--- src/rtl/mips_bus_arbiter.sv ---
// Two-port (fetch/data) arbiter onto a single Avalon-style memory bus with a timeout watchdog.
// Optional build macro ARB_ROUND_ROBIN_EN: alternate grants under contention instead of fixed data-port priority.
module mips_bus_arbiter #(
   parameter int          TIMEOUT_CYCLES = 64,
   parameter logic [31:0] ERR_READDATA   = 32'hDEADBEEF
) (
   input  logic        clk,
   input  logic        rst,
   input  logic [31:0] i_address,
   input  logic        i_read,
   output logic        i_waitrequest,
   output logic [31:0] i_readdata,
   input  logic [31:0] d_address,
   input  logic        d_read,
   input  logic        d_write,
   input  logic [31:0] d_writedata,
   input  logic [3:0]  d_byteenable,
   output logic        d_waitrequest,
   output logic [31:0] d_readdata,
   output logic [31:0] m_address,
   output logic        m_read,
   output logic        m_write,
   output logic [31:0] m_writedata,
   output logic [3:0]  m_byteenable,
   input  logic        m_waitrequest,
   input  logic [31:0] m_readdata,
   output logic        bus_error
);

   localparam int CW = $clog2(TIMEOUT_CYCLES + 1);

   typedef enum logic {ST_IDLE = 1'b0, ST_BUSY = 1'b1} state_t;

   state_t        state_r, state_n_s;
   logic          grant_d_r, grant_d_n_s;     // 1: data port owns the bus, 0: fetch port
   logic [CW-1:0] cnt_r, cnt_n_s;
   logic          bus_error_r, bus_error_n_s;
`ifdef ARB_ROUND_ROBIN_EN
   logic          last_grant_d_r, last_grant_d_n_s;
`endif

   logic i_req_s, d_req_s, busy_s, gnt_req_s;
   logic done_s, timeout_s, complete_s, i_done_s, d_done_s, arb_d_s;

   // Request decode and completion qualification
   always_comb begin
      i_req_s    = i_read;
      d_req_s    = d_read | d_write;
      busy_s     = (state_r == ST_BUSY);
      gnt_req_s  = grant_d_r ? d_req_s : i_req_s;
      done_s     = busy_s & gnt_req_s & ~m_waitrequest;
      timeout_s  = busy_s & gnt_req_s & m_waitrequest & (cnt_r == CW'(TIMEOUT_CYCLES - 1));
      complete_s = done_s | timeout_s;
      i_done_s   = complete_s & ~grant_d_r;
      d_done_s   = complete_s & grant_d_r;
   end

   // Arbitration choice used when leaving IDLE
   always_comb begin
      arb_d_s = 1'b0;
      if (i_req_s && d_req_s) begin
`ifdef ARB_ROUND_ROBIN_EN
         arb_d_s = ~last_grant_d_r;
`else
         arb_d_s = 1'b1;
`endif
      end else begin
         arb_d_s = d_req_s;
      end
   end

   // Next-state, watchdog counter and sticky error
   always_comb begin
      state_n_s     = state_r;
      grant_d_n_s   = grant_d_r;
      cnt_n_s       = cnt_r;
      bus_error_n_s = bus_error_r;
      case (state_r)
         ST_IDLE: begin
            if (i_req_s || d_req_s) begin
               state_n_s   = ST_BUSY;
               grant_d_n_s = arb_d_s;
               cnt_n_s     = {CW{1'b0}};
            end else begin
               state_n_s   = ST_IDLE;
            end
         end
         ST_BUSY: begin
            // an abandoned request (granted port dropped it) returns to IDLE silently
            if (complete_s || !gnt_req_s) begin
               state_n_s = ST_IDLE;
               cnt_n_s   = {CW{1'b0}};
            end else begin
               cnt_n_s   = cnt_r + CW'(1);
            end
         end
         default: begin
            state_n_s = ST_IDLE;
            cnt_n_s   = {CW{1'b0}};
         end
      endcase
      if (timeout_s) begin
         bus_error_n_s = 1'b1;
      end else begin
         bus_error_n_s = bus_error_r;
      end
   end

`ifdef ARB_ROUND_ROBIN_EN
   // Remember the owner of the last completed transaction
   always_comb begin
      if (complete_s) begin
         last_grant_d_n_s = grant_d_r;
      end else begin
         last_grant_d_n_s = last_grant_d_r;
      end
   end

   // Round-robin history register
   always_ff @(posedge clk or posedge rst) begin
      if (rst) begin
         last_grant_d_r <= 1'b0;
      end else begin
         last_grant_d_r <= last_grant_d_n_s;
      end
   end
`endif

   // State registers
   always_ff @(posedge clk or posedge rst) begin
      if (rst) begin
         state_r     <= ST_IDLE;
         grant_d_r   <= 1'b0;
         cnt_r       <= {CW{1'b0}};
         bus_error_r <= 1'b0;
      end else begin
         state_r     <= state_n_s;
         grant_d_r   <= grant_d_n_s;
         cnt_r       <= cnt_n_s;
         bus_error_r <= bus_error_n_s;
      end
   end

   // Memory-side mux and per-port handshake
   always_comb begin
      m_address     = 32'h0000_0000;
      m_read        = 1'b0;
      m_write       = 1'b0;
      m_writedata   = 32'h0000_0000;
      m_byteenable  = 4'h0;
      if (busy_s) begin
         if (grant_d_r) begin
            m_address    = d_address;
            m_write      = d_write & ~timeout_s;
            m_read       = d_read & ~d_write & ~timeout_s;
            m_writedata  = d_writedata;
            m_byteenable = d_byteenable;
         end else begin
            m_address    = i_address;
            m_read       = i_read & ~timeout_s;
            m_byteenable = 4'hF;
         end
      end else begin
         m_address = 32'h0000_0000;
      end
      i_waitrequest = i_req_s & ~i_done_s;
      d_waitrequest = d_req_s & ~d_done_s;
      if (i_done_s) begin
         i_readdata = timeout_s ? ERR_READDATA : m_readdata;
      end else begin
         i_readdata = 32'h0000_0000;
      end
      if (d_done_s) begin
         d_readdata = timeout_s ? ERR_READDATA : m_readdata;
      end else begin
         d_readdata = 32'h0000_0000;
      end
      bus_error = bus_error_r;
   end

endmodule

--- config.mk ---
export PLATFORM = sky130hd
export DESIGN_NAME = mips_bus_arbiter
export DESIGN_NICKNAME = d
export VERILOG_FILES = /design/src/rtl/mips_bus_arbiter.sv
export SDC_FILE = /design/constraint.sdc
export NUM_CORES = 1
export LEC_CHECK = 0
export ABC_AREA = 1
export BUFFER_PORTS_ARGS = -buffer_cell sky130_fd_sc_hd__buf_2
export CAP_MARGIN = 15
export CORE_AREA = 4 4 105 107
export DETAILED_ROUTE_END_ITERATION = 8
export DIE_AREA = 0 0 109 111
export PLACE_DENSITY = 0.66
export SYNTH_ARGS = -nofsm -noshare
export SYNTH_HDL_FRONTEND = slang
export SYNTH_SLANG_ARGS = --single-unit
--- constraint.sdc ---
create_clock -name clk -period 1.82 [get_ports clk]
set_clock_uncertainty 0.15 [all_clocks]
set_input_delay 0.273 -clock clk [delete_from_list [all_inputs] [get_ports clk]]
set_output_delay 0.273 -clock clk [all_outputs]
set_load 0.005 [all_outputs]
### After elaboration in Yosys (flattened, before gate mapping)

Index checks and enable logic that the tools add are counted.

* add/sub/neg operators: 1
* equal/unequal tests: 2
* multiplexer cells: 21
* bitwise gates (word level): 21
* reductions and logical operators: 5

Operators with widths (number)
* 2-to-1 mux 32 bit: 7
* 2-to-1 mux 7 bit: 2
* case mux 7 bit (2 select lines): 1
* bitwise AND 1 bit: 12
* 2-to-1 mux 1 bit: 8
* 2-to-1 mux 4 bit: 2
* adder 7 x 1 -> 7 bit, second input constant: 1
* == test 7 x 6 -> 1 bit, second input constant: 1
* NOT 1 bit: 7
* logical OR 1 bit: 2
* inequality test 2 bit, second input constant: 1
* OR 1 bit: 2
* case mux 1 bit (2 select lines): 1
* AND reduction 2 bit: 1
* logical AND 1 bit: 1
* zero test 1 bit: 1

* register bits: 10
* input bits: 138
* output and inout bits: 137
* logic and storage cells: 54

### Depth between registers and ports, before layout

Gate-level depths: netlist of run 1.

* depth after elaboration: 9
* gate-level depth with buffers: 8
* depth with buffers taken out: 8

### Worst setup path before layout of run 1

No wires, ideal clock.

* path type: register -> output
* from: register cnt_r[0]
* to: output port d_readdata[14]
* arrival time: 1.349 ns
* data required time: 1.397 ns
* path slack: 0.048 ns
* cell stages (with the launch flop): 9
* path buffers: 0
* cells stage by stage: dfrtp_1 -> ha_1 -> nand3_2 -> inv_1 -> nand2_2 -> inv_1 -> nand2_1 -> nand2_1 -> nor2_1

* longest elaborated chain between the ends: 5
* elaborated cells between the ends (all ways): 6
* classes of those cells: eq/ne (1); mux (2); bitwise (3)

RTL lines
* start, declared: RTL line 36 `logic [CW-1:0] cnt_r, cnt_n_s;`
* start signal, assigned: RTL line 134 `cnt_r <= {CW{1'b0}};`
* start signal, assigned: RTL line 139 `cnt_r <= cnt_n_s;`
* == test 7 x 6 -> 1 bit *: RTL line 52 `timeout_s = busy_s & gnt_req_s & m_waitrequest & (cnt_r == CW'(TIMEOUT_CYCLES - 1));`
* bitwise AND 1 bit *: RTL line 52
* OR 1 bit: RTL line 53 `complete_s = done_s | timeout_s;`
* bitwise AND 1 bit: RTL line 55 `d_done_s = complete_s & grant_d_r;`
* 2-to-1 mux 32 bit *: RTL line 173 `if (d_done_s) begin`
* end, declared: RTL line 19 `output logic [31:0] d_readdata,`

Every way passes the cells marked *; elsewhere a longest branch is shown, timed or not.

### Worst setup path after layout of run 1

* from: register cnt_r[0]
* to: output port i_readdata[30]

* longest elaborated chain between the ends: 5
* elaborated cells between the ends (all ways): 6
* classes of those cells: eq/ne (1); mux (2); bitwise (3)

RTL lines
* == test 7 x 6 -> 1 bit *: RTL line 52
* bitwise AND 1 bit *: RTL line 52
* OR 1 bit: RTL line 53
* bitwise AND 1 bit: RTL line 54 `i_done_s = complete_s & ~grant_d_r;`
* 2-to-1 mux 32 bit *: RTL line 168 `if (i_done_s) begin`
* end, declared: RTL line 12 `output logic [31:0] i_readdata,`

Marked as above.

==> impl_metrics.xml, run 1 <==
<?xml version="1.0" encoding="UTF-8"?>
<metrics>
  <group name="run_status">
    <metric name="run_status" unit="">complete, but fails checks</metric>
    <metric name="violated_checks" unit="">negative setup slack</metric>
  </group>
  <group name="synth">
    <metric name="syn_nets" unit="">515</metric>
    <metric name="netlist_area" unit="sq um">1850</metric>
    <metric name="synth.yosys.warnings" unit="">0</metric>
    <metric name="syn_avg_cell_area" unit="sq um">4.93</metric>
    <metric name="synth.ff_latch_count" unit="">10</metric>
    <metric name="syn-instance-count" unit="">376</metric>
    <metric name="synth_cell_types" unit="">22</metric>
    <metric name="synth.yosys.seq_area_share" unit="%">13.5</metric>
  </group>
  <group name="final_layout">
    <metric name="most_common_cell_after_layout_fill_and_taps_aside" unit="">sky130_fd_sc_hd__buf_2</metric>
    <metric name="insertedDiodeCount" unit="">0</metric>
    <metric name="post_route_cell_area" unit="sq um">4540</metric>
    <metric name="layout-drive-gt1-share" unit="%">61.5</metric>
    <metric name="most-common-layout-cells" unit="">sky130_fd_sc_hd__buf_2, sky130_fd_sc_hd__nor2_1, sky130_fd_sc_hd__inv_1</metric>
    <metric name="synthToLayoutAreaGrowth" unit="%">145</metric>
    <metric name="layout_net_count" unit="">833</metric>
  </group>
  <group name="die">
    <metric name="die_height" unit="microns">111</metric>
    <metric name="core_region_area" unit="sq um">10100</metric>
    <metric name="start_util" unit="%">18.3</metric>
    <metric name="die_w" unit="microns">109</metric>
    <metric name="design.portCount" unit="">275</metric>
    <metric name="fp.dieArea" unit="sq um">12100</metric>
    <metric name="floorplan.rows" unit="">37</metric>
  </group>
  <group name="placement">
    <metric name="dpl_worst_slack" unit="ps">-128</metric>
    <metric name="detailedPlacementHpwl" unit="microns">7940</metric>
    <metric name="port-buffer-count" unit="">274</metric>
    <metric name="place_congestion" unit="">0.950</metric>
    <metric name="place_area" unit="sq um">3550</metric>
  </group>
  <group name="clocking">
    <metric name="ctsHtreeMaxLevel" unit="">1</metric>
    <metric name="clock_insertion_delay_worst_skew" unit="ps">240</metric>
    <metric name="tritoncts_num_sinks" unit="">10</metric>
    <metric name="numCtsBuffers" unit="">3</metric>
    <metric name="path_clk_slew" unit="ps">50</metric>
    <metric name="cts_tree" unit="">built</metric>
    <metric name="cts_root_buffer" unit="">sky130_fd_sc_hd__clkbuf_8</metric>
    <metric name="ctsLongestPathBuffers" unit="">2</metric>
  </group>
  <group name="power">
    <metric name="vdd_ir_drop_max" unit="uV">492</metric>
    <metric name="leakage" unit="nW">2.75</metric>
    <metric name="powerDensity" unit="nW/um^2">1150</metric>
  </group>
  <group name="worst_setup_path">
    <metric name="setup_slack_of_the_worst_register_to_register_path" unit="ps">230</metric>
    <metric name="worst_ep_arrival_time" unit="ps">1730</metric>
    <metric name="cp-end-kind" unit="">output pin</metric>
    <metric name="critPathMaxFanout" unit="">8</metric>
    <metric name="timing.setup.critical_path_class" unit="">flip-flop to output pin</metric>
    <metric name="reg2reg_to" unit="">cnt_r[2]$_DFFE_PP0P_</metric>
    <metric name="launch_instance_of_the_worst_register_to_register_path" unit="">grant_d_r$_DFFE_PP0P_</metric>
    <metric name="timing.critical_path.from_type" unit="">flip-flop</metric>
    <metric name="required_arrival_time_at_the_worst_endpoint" unit="ps">1400</metric>
    <metric name="ff2ff_path_depth" unit="">8</metric>
  </group>
  <group name="global_route">
    <metric name="antenna_found_initial" unit="">0</metric>
    <metric name="grt-ovfl-total" unit="">0</metric>
    <metric name="number_of_global_route_vias_before_repair" unit="">3326</metric>
    <metric name="groute.usage.overall" unit="%">16.8</metric>
    <metric name="grt_first_pass_wirelength" unit="microns">16600</metric>
    <metric name="pin_count_of_the_biggest_net_entering_global_routing" unit="">34</metric>
  </group>
  <group name="timing">
    <metric name="timing.final.max_slew_violations" unit="">0</metric>
    <metric name="max_freq" unit="MHz">465</metric>
    <metric name="final-setup-viol-count" unit="">101</metric>
    <metric name="maxSlewHeadroom" unit="%">72.9</metric>
    <metric name="final.setup.worst_slack" unit="ps">-329</metric>
    <metric name="hold_slack" unit="ps">278</metric>
    <metric name="finalCriticalPeriod" unit="ps">2150</metric>
    <metric name="report.final.hold_viol_count" unit="">0</metric>
    <metric name="final_min_period_over_clock_period" unit="%">118</metric>
    <metric name="fin_tns_setup" unit="ps">-22230</metric>
    <metric name="tightestPinTransition" unit="ps">407</metric>
    <metric name="rsz0062_at_grt" unit="">true</metric>
  </group>
  <group name="flow_run">
    <metric name="max_cap_viol_count" unit="">0</metric>
  </group>
  <group name="hold_path">
    <metric name="hold_path_end" unit="">busy_s$_DFF_PP0_</metric>
    <metric name="min_from" unit="">i_read</metric>
    <metric name="min_path_cells" unit="">3</metric>
    <metric name="hold_path_class" unit="">input pin to flip-flop</metric>
  </group>
  <group name="routing">
    <metric name="dr.pass1.iters" unit="">4</metric>
    <metric name="ant_nets" unit="">0</metric>
    <metric name="routed_via_density" unit="">4.21</metric>
    <metric name="drc" unit="">0</metric>
    <metric name="num_vias" unit="">3488</metric>
    <metric name="avgRoutedWirePerCell" unit="microns">13.7</metric>
    <metric name="initialDrtViolationCount" unit="">245</metric>
    <metric name="wl" unit="microns">11400</metric>
  </group>
</metrics>
-- layer usage --
metal	vias up	GRT usage (%)	wire, microns	part of all wire, %
met5	-	0	0	0
met4	0	3.11	115	1.0
met3	14	2.62	965	8.5
met2	163	30.4	5810	51
met1	1556	20.9	4470	39
li1	1755	-	-	-
-- through the flow --
step	power [mW]	instances	utilization [%]
4_1_cts	5.12	826	43.2
6_report	5.21	829	44.7
3_3_place_gp	3.23	796	35.0
2_1_floorplan	1.85	376	-
5_1_grt	5.60	829	44.7
3_5_place_dp	3.24	796	35.0
-- synthesized netlist by cell type --
cell / number / area [sq um]
sky130_fd_sc_hd__nand3b_1: 1 / 7.51
sky130_fd_sc_hd__buf_4: 3 / 22.5
sky130_fd_sc_hd__nor2_1: 199 / 747
sky130_fd_sc_hd__nor3_1: 3 / 15.0
sky130_fd_sc_hd__nand3_1: 1 / 5.00
sky130_fd_sc_hd__or2_2: 1 / 6.26
sky130_fd_sc_hd__o21ai_0: 35 / 175
sky130_fd_sc_hd__a21oi_1: 1 / 5.00
sky130_fd_sc_hd__inv_1: 48 / 180
sky130_fd_sc_hd__nor2_8: 1 / 20.0
sky130_fd_sc_hd__nand3_2: 1 / 10.0
sky130_fd_sc_hd__nand2_4: 1 / 11.3
sky130_fd_sc_hd__nor2_2: 1 / 6.26
sky130_fd_sc_hd__nand3_4: 3 / 52.6
sky130_fd_sc_hd__ha_1: 1 / 12.5
sky130_fd_sc_hd__clkbuf_1: 9 / 33.8
sky130_fd_sc_hd__nand2_1: 40 / 150
sky130_fd_sc_hd__xor2_1: 3 / 26.3
sky130_fd_sc_hd__dfrtp_1: 10 / 250
sky130_fd_sc_hd__nand2_2: 3 / 18.8
sky130_fd_sc_hd__buf_6: 7 / 78.8
sky130_fd_sc_hd__buf_2: 4 / 20.0
-- logic make-up (layout without fill, tap and decap cells) --
family | Yosys count | count (layout) | synth area share (%)
DFF | 10 | 10 | 13.5
AOI/OAI and AO/OA | 36 | 36 | 9.72
adders and majority gates | 1 | 1 | 0.675
buffers and inverters | 71 | 387 | 18.1
and+or+nand+nor | 255 | 256 | 56.6
xor gates and xnor gates | 3 | 3 | 1.42
-- state kept, by name, indices dropped and copies added (netlist names) --
| register | flops |
|---|---|
| grant_d_r | 1 |
| busy_s | 1 |
| bus_error | 1 |
| cnt_r | 7 |
-- worst max-delay path by stage --
| stage | slack [ps] | endpoint | startpoint |
|---|---|---|---|
| after floorplan | 50 | d_readdata[14] | cnt_r[0]$_DFFE_PP0P_ |
| after global placement | -90 | i_readdata[19] | cnt_r[0]$_DFFE_PP0P_ |
| after detailed placement | -130 | d_readdata[15] | cnt_r[0]$_DFFE_PP0P_ |
| after CTS | -260 | i_readdata[12] | cnt_r[0]$_DFFE_PP0P_ |
| after global routing | -420 | d_readdata[30] | cnt_r[0]$_DFFE_PP0P_ |
| final | -330 | i_readdata[30] | cnt_r[0]$_DFFE_PP0P_ |
-- layout make-up --
type | count | area (sq um)
Tap cell | 136 | 170
Clock buffer | 4 | 55.1
Sequential cell | 10 | 253
Timing Repair Buffer | 335 | 2170
Fill cell | 1067 | 5600
Multi-Input combinational cell | 296 | 1710
Inverter | 48 | 184
-- critical path: stages (launching register included) --
cell	delay [ps]
sky130_fd_sc_hd__dfrtp_1	350
sky130_fd_sc_hd__ha_2	190
sky130_fd_sc_hd__nand3_2	80
sky130_fd_sc_hd__inv_2	70
sky130_fd_sc_hd__nand2_4	50
sky130_fd_sc_hd__buf_6	130
sky130_fd_sc_hd__nor2_8	170
sky130_fd_sc_hd__buf_12	160
sky130_fd_sc_hd__nor2_1	70
sky130_fd_sc_hd__nor2_1	90
sky130_fd_sc_hd__buf_2	120
-- power by group --
part           switching (mW)  total [mW]  internal (mW)
Clock                  0.0868       0.277          0.190
Sequential             0.0462       0.311          0.265
Combinational            2.32        4.62           2.30
Total                    2.45        5.21           2.76
-- repair_timing --
action | CTS | global route
hold buffers | 1 | 0
pin swaps | 18 | 27
gates cloned | 11 | 1
setup endpoints to repair | 104 | 109
resized for setup | 116 | 55
buffers inserted | 14 | 6
endpoints found under the hold margin | 10 | 0
(Power assumes the default switching activity.)
==> run 2, diff against run 1 <==
Settings changed: CTS_CLUSTER_SIZE from default to 30, SKIP_LAST_GASP from default to 1.
==> run 2 against run 1 <==
  * The flow still finishes with violations (negative setup slack)
  * Design area fell by 0.11%
  * Flip-flop and latch count did not move
  * Register-to-register slack barely moved
  * Clock-buffer cell count did not move
  * Die area did not move
  * Wire length rose by 0.12%
  * Core utilization barely moved
  * First-iteration DRC count rose by 12%
  * Power fell by 0.27%
  * Via count barely moved
  * Sequential power barely moved
  * Worst setup slack got worse by 2.8 ps
  * Critical path type unchanged
  * Largest power group unchanged
==> impl_metrics.xml, run 2 (synthesis results as in run 1) <==
<?xml version="1.0" encoding="UTF-8"?>
<metrics>
  <group name="run_status">
    <metric name="run_status" unit="">complete, but fails checks</metric>
    <metric name="violated_checks" unit="">negative setup slack</metric>
  </group>
  <group name="final_layout">
    <metric name="insertedDiodeCount" unit="">0</metric>
    <metric name="layout-drive-gt1-share" unit="%">61.5</metric>
    <metric name="postLayoutCoreUtil" unit="%">44.7</metric>
    <metric name="flip_flop_count_of_the_largest_register_all_copies_and_words_added" unit="">7</metric>
    <metric name="post_route_cell_area" unit="sq um">4530</metric>
    <metric name="most-common-layout-cells" unit="">sky130_fd_sc_hd__buf_2, sky130_fd_sc_hd__nor2_1, sky130_fd_sc_hd__inv_1</metric>
    <metric name="count_of_placed_standard_cells_in_the_final_layout_fillers_left_out" unit="">829</metric>
    <metric name="most_common_cell_after_layout_fill_and_taps_aside" unit="">sky130_fd_sc_hd__buf_2</metric>
    <metric name="registers.top_by_ff_count" unit="">cnt_r</metric>
    <metric name="synthToLayoutAreaGrowth" unit="%">144</metric>
    <metric name="fillcell_total" unit="">1062</metric>
    <metric name="layout_net_count" unit="">833</metric>
  </group>
  <group name="routing">
    <metric name="ant_nets" unit="">0</metric>
    <metric name="avgRoutedWirePerCell" unit="microns">13.7</metric>
    <metric name="wl" unit="microns">11400</metric>
    <metric name="drc" unit="">0</metric>
    <metric name="initialDrtViolationCount" unit="">274</metric>
    <metric name="routed_via_density" unit="">4.21</metric>
    <metric name="num_vias" unit="">3491</metric>
    <metric name="dr.pass1.iters" unit="">4</metric>
  </group>
  <group name="timing">
    <metric name="timing.final.max_slew_violations" unit="">0</metric>
    <metric name="final_min_period_over_clock_period" unit="%">118</metric>
    <metric name="final-setup-viol-count" unit="">101</metric>
    <metric name="maxSlewHeadroom" unit="%">72.9</metric>
    <metric name="report.final.hold_viol_count" unit="">0</metric>
    <metric name="rsz0062_at_grt" unit="">true</metric>
    <metric name="max_freq" unit="MHz">465</metric>
    <metric name="finalCriticalPeriod" unit="ps">2150</metric>
    <metric name="tightestPinTransition" unit="ps">406</metric>
    <metric name="hold_slack" unit="ps">278</metric>
    <metric name="final.setup.worst_slack" unit="ps">-332</metric>
  </group>
  <group name="placement">
    <metric name="dpl_worst_slack" unit="ps">-128</metric>
    <metric name="dp.cells" unit="">796</metric>
    <metric name="place_congestion" unit="">0.950</metric>
    <metric name="detailedPlacementHpwl" unit="microns">7940</metric>
    <metric name="place_area" unit="sq um">3550</metric>
    <metric name="port-buffer-count" unit="">274</metric>
  </group>
  <group name="worst_setup_path">
    <metric name="worst_path_max_delay_cell" unit="">sky130_fd_sc_hd__dfrtp_1</metric>
    <metric name="cpMostUsedCell" unit="">sky130_fd_sc_hd__nor2_1</metric>
    <metric name="critPathMaxFanout" unit="">8</metric>
    <metric name="crit_path_cell_trace" unit="">ha_2 &gt; nand3_2 &gt; inv_2 &gt; nand2_4 &gt; buf_6 &gt; nor2_8 &gt; buf_12 &gt; nor2_1 &gt; nor2_1 &gt; buf_2</metric>
    <metric name="crit_path_max_incr_delay" unit="ps">350</metric>
    <metric name="required_arrival_time_at_the_worst_endpoint" unit="ps">1400</metric>
    <metric name="timing.critical_path.from_type" unit="">flip-flop</metric>
    <metric name="cp-end-kind" unit="">output pin</metric>
    <metric name="timing.setup.critical_path_class" unit="">flip-flop to output pin</metric>
    <metric name="worst_ep_arrival_time" unit="ps">1730</metric>
  </group>
  <group name="die">
    <metric name="fp.dieArea" unit="sq um">12100</metric>
    <metric name="die_height" unit="microns">111</metric>
    <metric name="die_w" unit="microns">109</metric>
    <metric name="core_region_area" unit="sq um">10100</metric>
    <metric name="floorplan.rows" unit="">37</metric>
    <metric name="start_util" unit="%">18.3</metric>
    <metric name="design.portCount" unit="">275</metric>
  </group>
  <group name="clocking">
    <metric name="clock_insertion_delay_worst_skew" unit="ps">240</metric>
    <metric name="ctsHtreeMaxLevel" unit="">1</metric>
    <metric name="cts_tree" unit="">built</metric>
    <metric name="path_clk_slew" unit="ps">50</metric>
    <metric name="ctsLongestPathBuffers" unit="">2</metric>
    <metric name="cts_root_buffer" unit="">sky130_fd_sc_hd__clkbuf_8</metric>
    <metric name="numCtsBuffers" unit="">3</metric>
    <metric name="tritoncts_num_sinks" unit="">10</metric>
  </group>
  <group name="power">
    <metric name="powerDensity" unit="nW/um^2">1150</metric>
    <metric name="net-switching-power" unit="mW">2.44</metric>
    <metric name="clock_power_share" unit="%">5.3</metric>
    <metric name="seq_power_share" unit="%">6.0</metric>
    <metric name="sw_ratio" unit="%">47.0</metric>
    <metric name="vdd_ir_drop_max" unit="uV">492</metric>
    <metric name="p_int" unit="mW">2.75</metric>
    <metric name="leakage" unit="nW">2.75</metric>
    <metric name="p_comb_share" unit="%">88.7</metric>
  </group>
  <group name="global_route">
    <metric name="grt-ovfl-total" unit="">0</metric>
    <metric name="number_of_global_route_vias_before_repair" unit="">3319</metric>
    <metric name="grt_first_pass_wirelength" unit="microns">16500</metric>
    <metric name="groute.usage.overall" unit="%">16.8</metric>
    <metric name="antenna_found_initial" unit="">0</metric>
    <metric name="pin_count_of_the_biggest_net_entering_global_routing" unit="">34</metric>
  </group>
  <group name="hold_path">
    <metric name="hold_path_class" unit="">input pin to flip-flop</metric>
  </group>
  <group name="flow_run">
    <metric name="max_cap_viol_count" unit="">0</metric>
  </group>
</metrics>
==> run 2: changes by cell type in the layout (fill, tap and decap cells not counted) <==
cell,change
sky130_fd_sc_hd__nand2_2,+1
sky130_fd_sc_hd__nand2_4,-1
==> run 2: path summary, 6_finish.rpt <==
path,slack (ps),endpoint,depth (start not counted),start
max in group asynchronous,780,busy_s$_DFF_PP0_,3,rst
min in group asynchronous,430,cnt_r[4]$_DFFE_PP0P_,3,rst
hold / removal,280,busy_s$_DFF_PP0_,3,i_read
setup reg to reg,230,cnt_r[2]$_DFFE_PP0P_,9,busy_s$_DFF_PP0_
setup / recovery,-330,i_readdata[30],10,cnt_r[0]$_DFFE_PP0P_
hold reg to reg,350,bus_error$_DFFE_PP0P_,1,bus_error$_DFFE_PP0P_
==> run 2: layout make-up <==
class	instances	area (sq um)	area share, %
Inverter	48	184	4.06
Multi-Input combinational cell	296	1700	37.5
Clock buffer	4	55.1	1.21
Tap cell	136	170	3.75
Timing Repair Buffer	335	2170	47.9
Sequential cell	10	253	5.58
==> run 2: through the flow <==
stage	total power [mW]	TNS [ps]
6_report	5.19	-22280
5_1_grt	5.59	-31660
4_1_cts	5.12	-21330
3_5_place_dp	3.24	-3560
3_3_place_gp	3.23	-2440
2_1_floorplan	1.85	0
==> run 2: critical path, delay by kind of cell (launching register included) <==
kind / cells / cell delay (ps)
adders and majority gates: 1 / 190
DFF: 1 / 350
buffers and inverters: 4 / 480
and+or+nand+nor: 5 / 460
==> run 2: power groups by stage <==
| stage | Clock [mW] | Sequential, mW | Combinational [mW] |
|---|---|---|---|
| floorplan | 0 | 0.282 | 1.56 |
| global placement | 0 | 0.304 | 2.93 |
| detailed placement | 0 | 0.306 | 2.93 |
| CTS | 0.288 | 0.304 | 4.52 |
| global route | 0.301 | 0.318 | 4.97 |
| finish | 0.277 | 0.310 | 4.60 |
==> run 2: routing by layer <==
metal / track usage [%] / up-vias / wire [microns]
met4: 3.11 / 0 / 117
met1: 20.9 / 1565 / 4530
met3: 2.62 / 14 / 956
li1: - / 1752 / -
met2: 30.2 / 160 / 5770
met5: 0 / - / 0
==> run 2: timing repair <==
item / 4_1_cts / 5_1_grt
endpoints found under the hold margin: 10 / 0
resized for setup: 115 / 55
cloned: 11 / 1
hold buffers: 1 / 0
pin swaps: 18 / 27
endpoints found under the setup margin: 104 / 109
setup buffers: 14 / 6
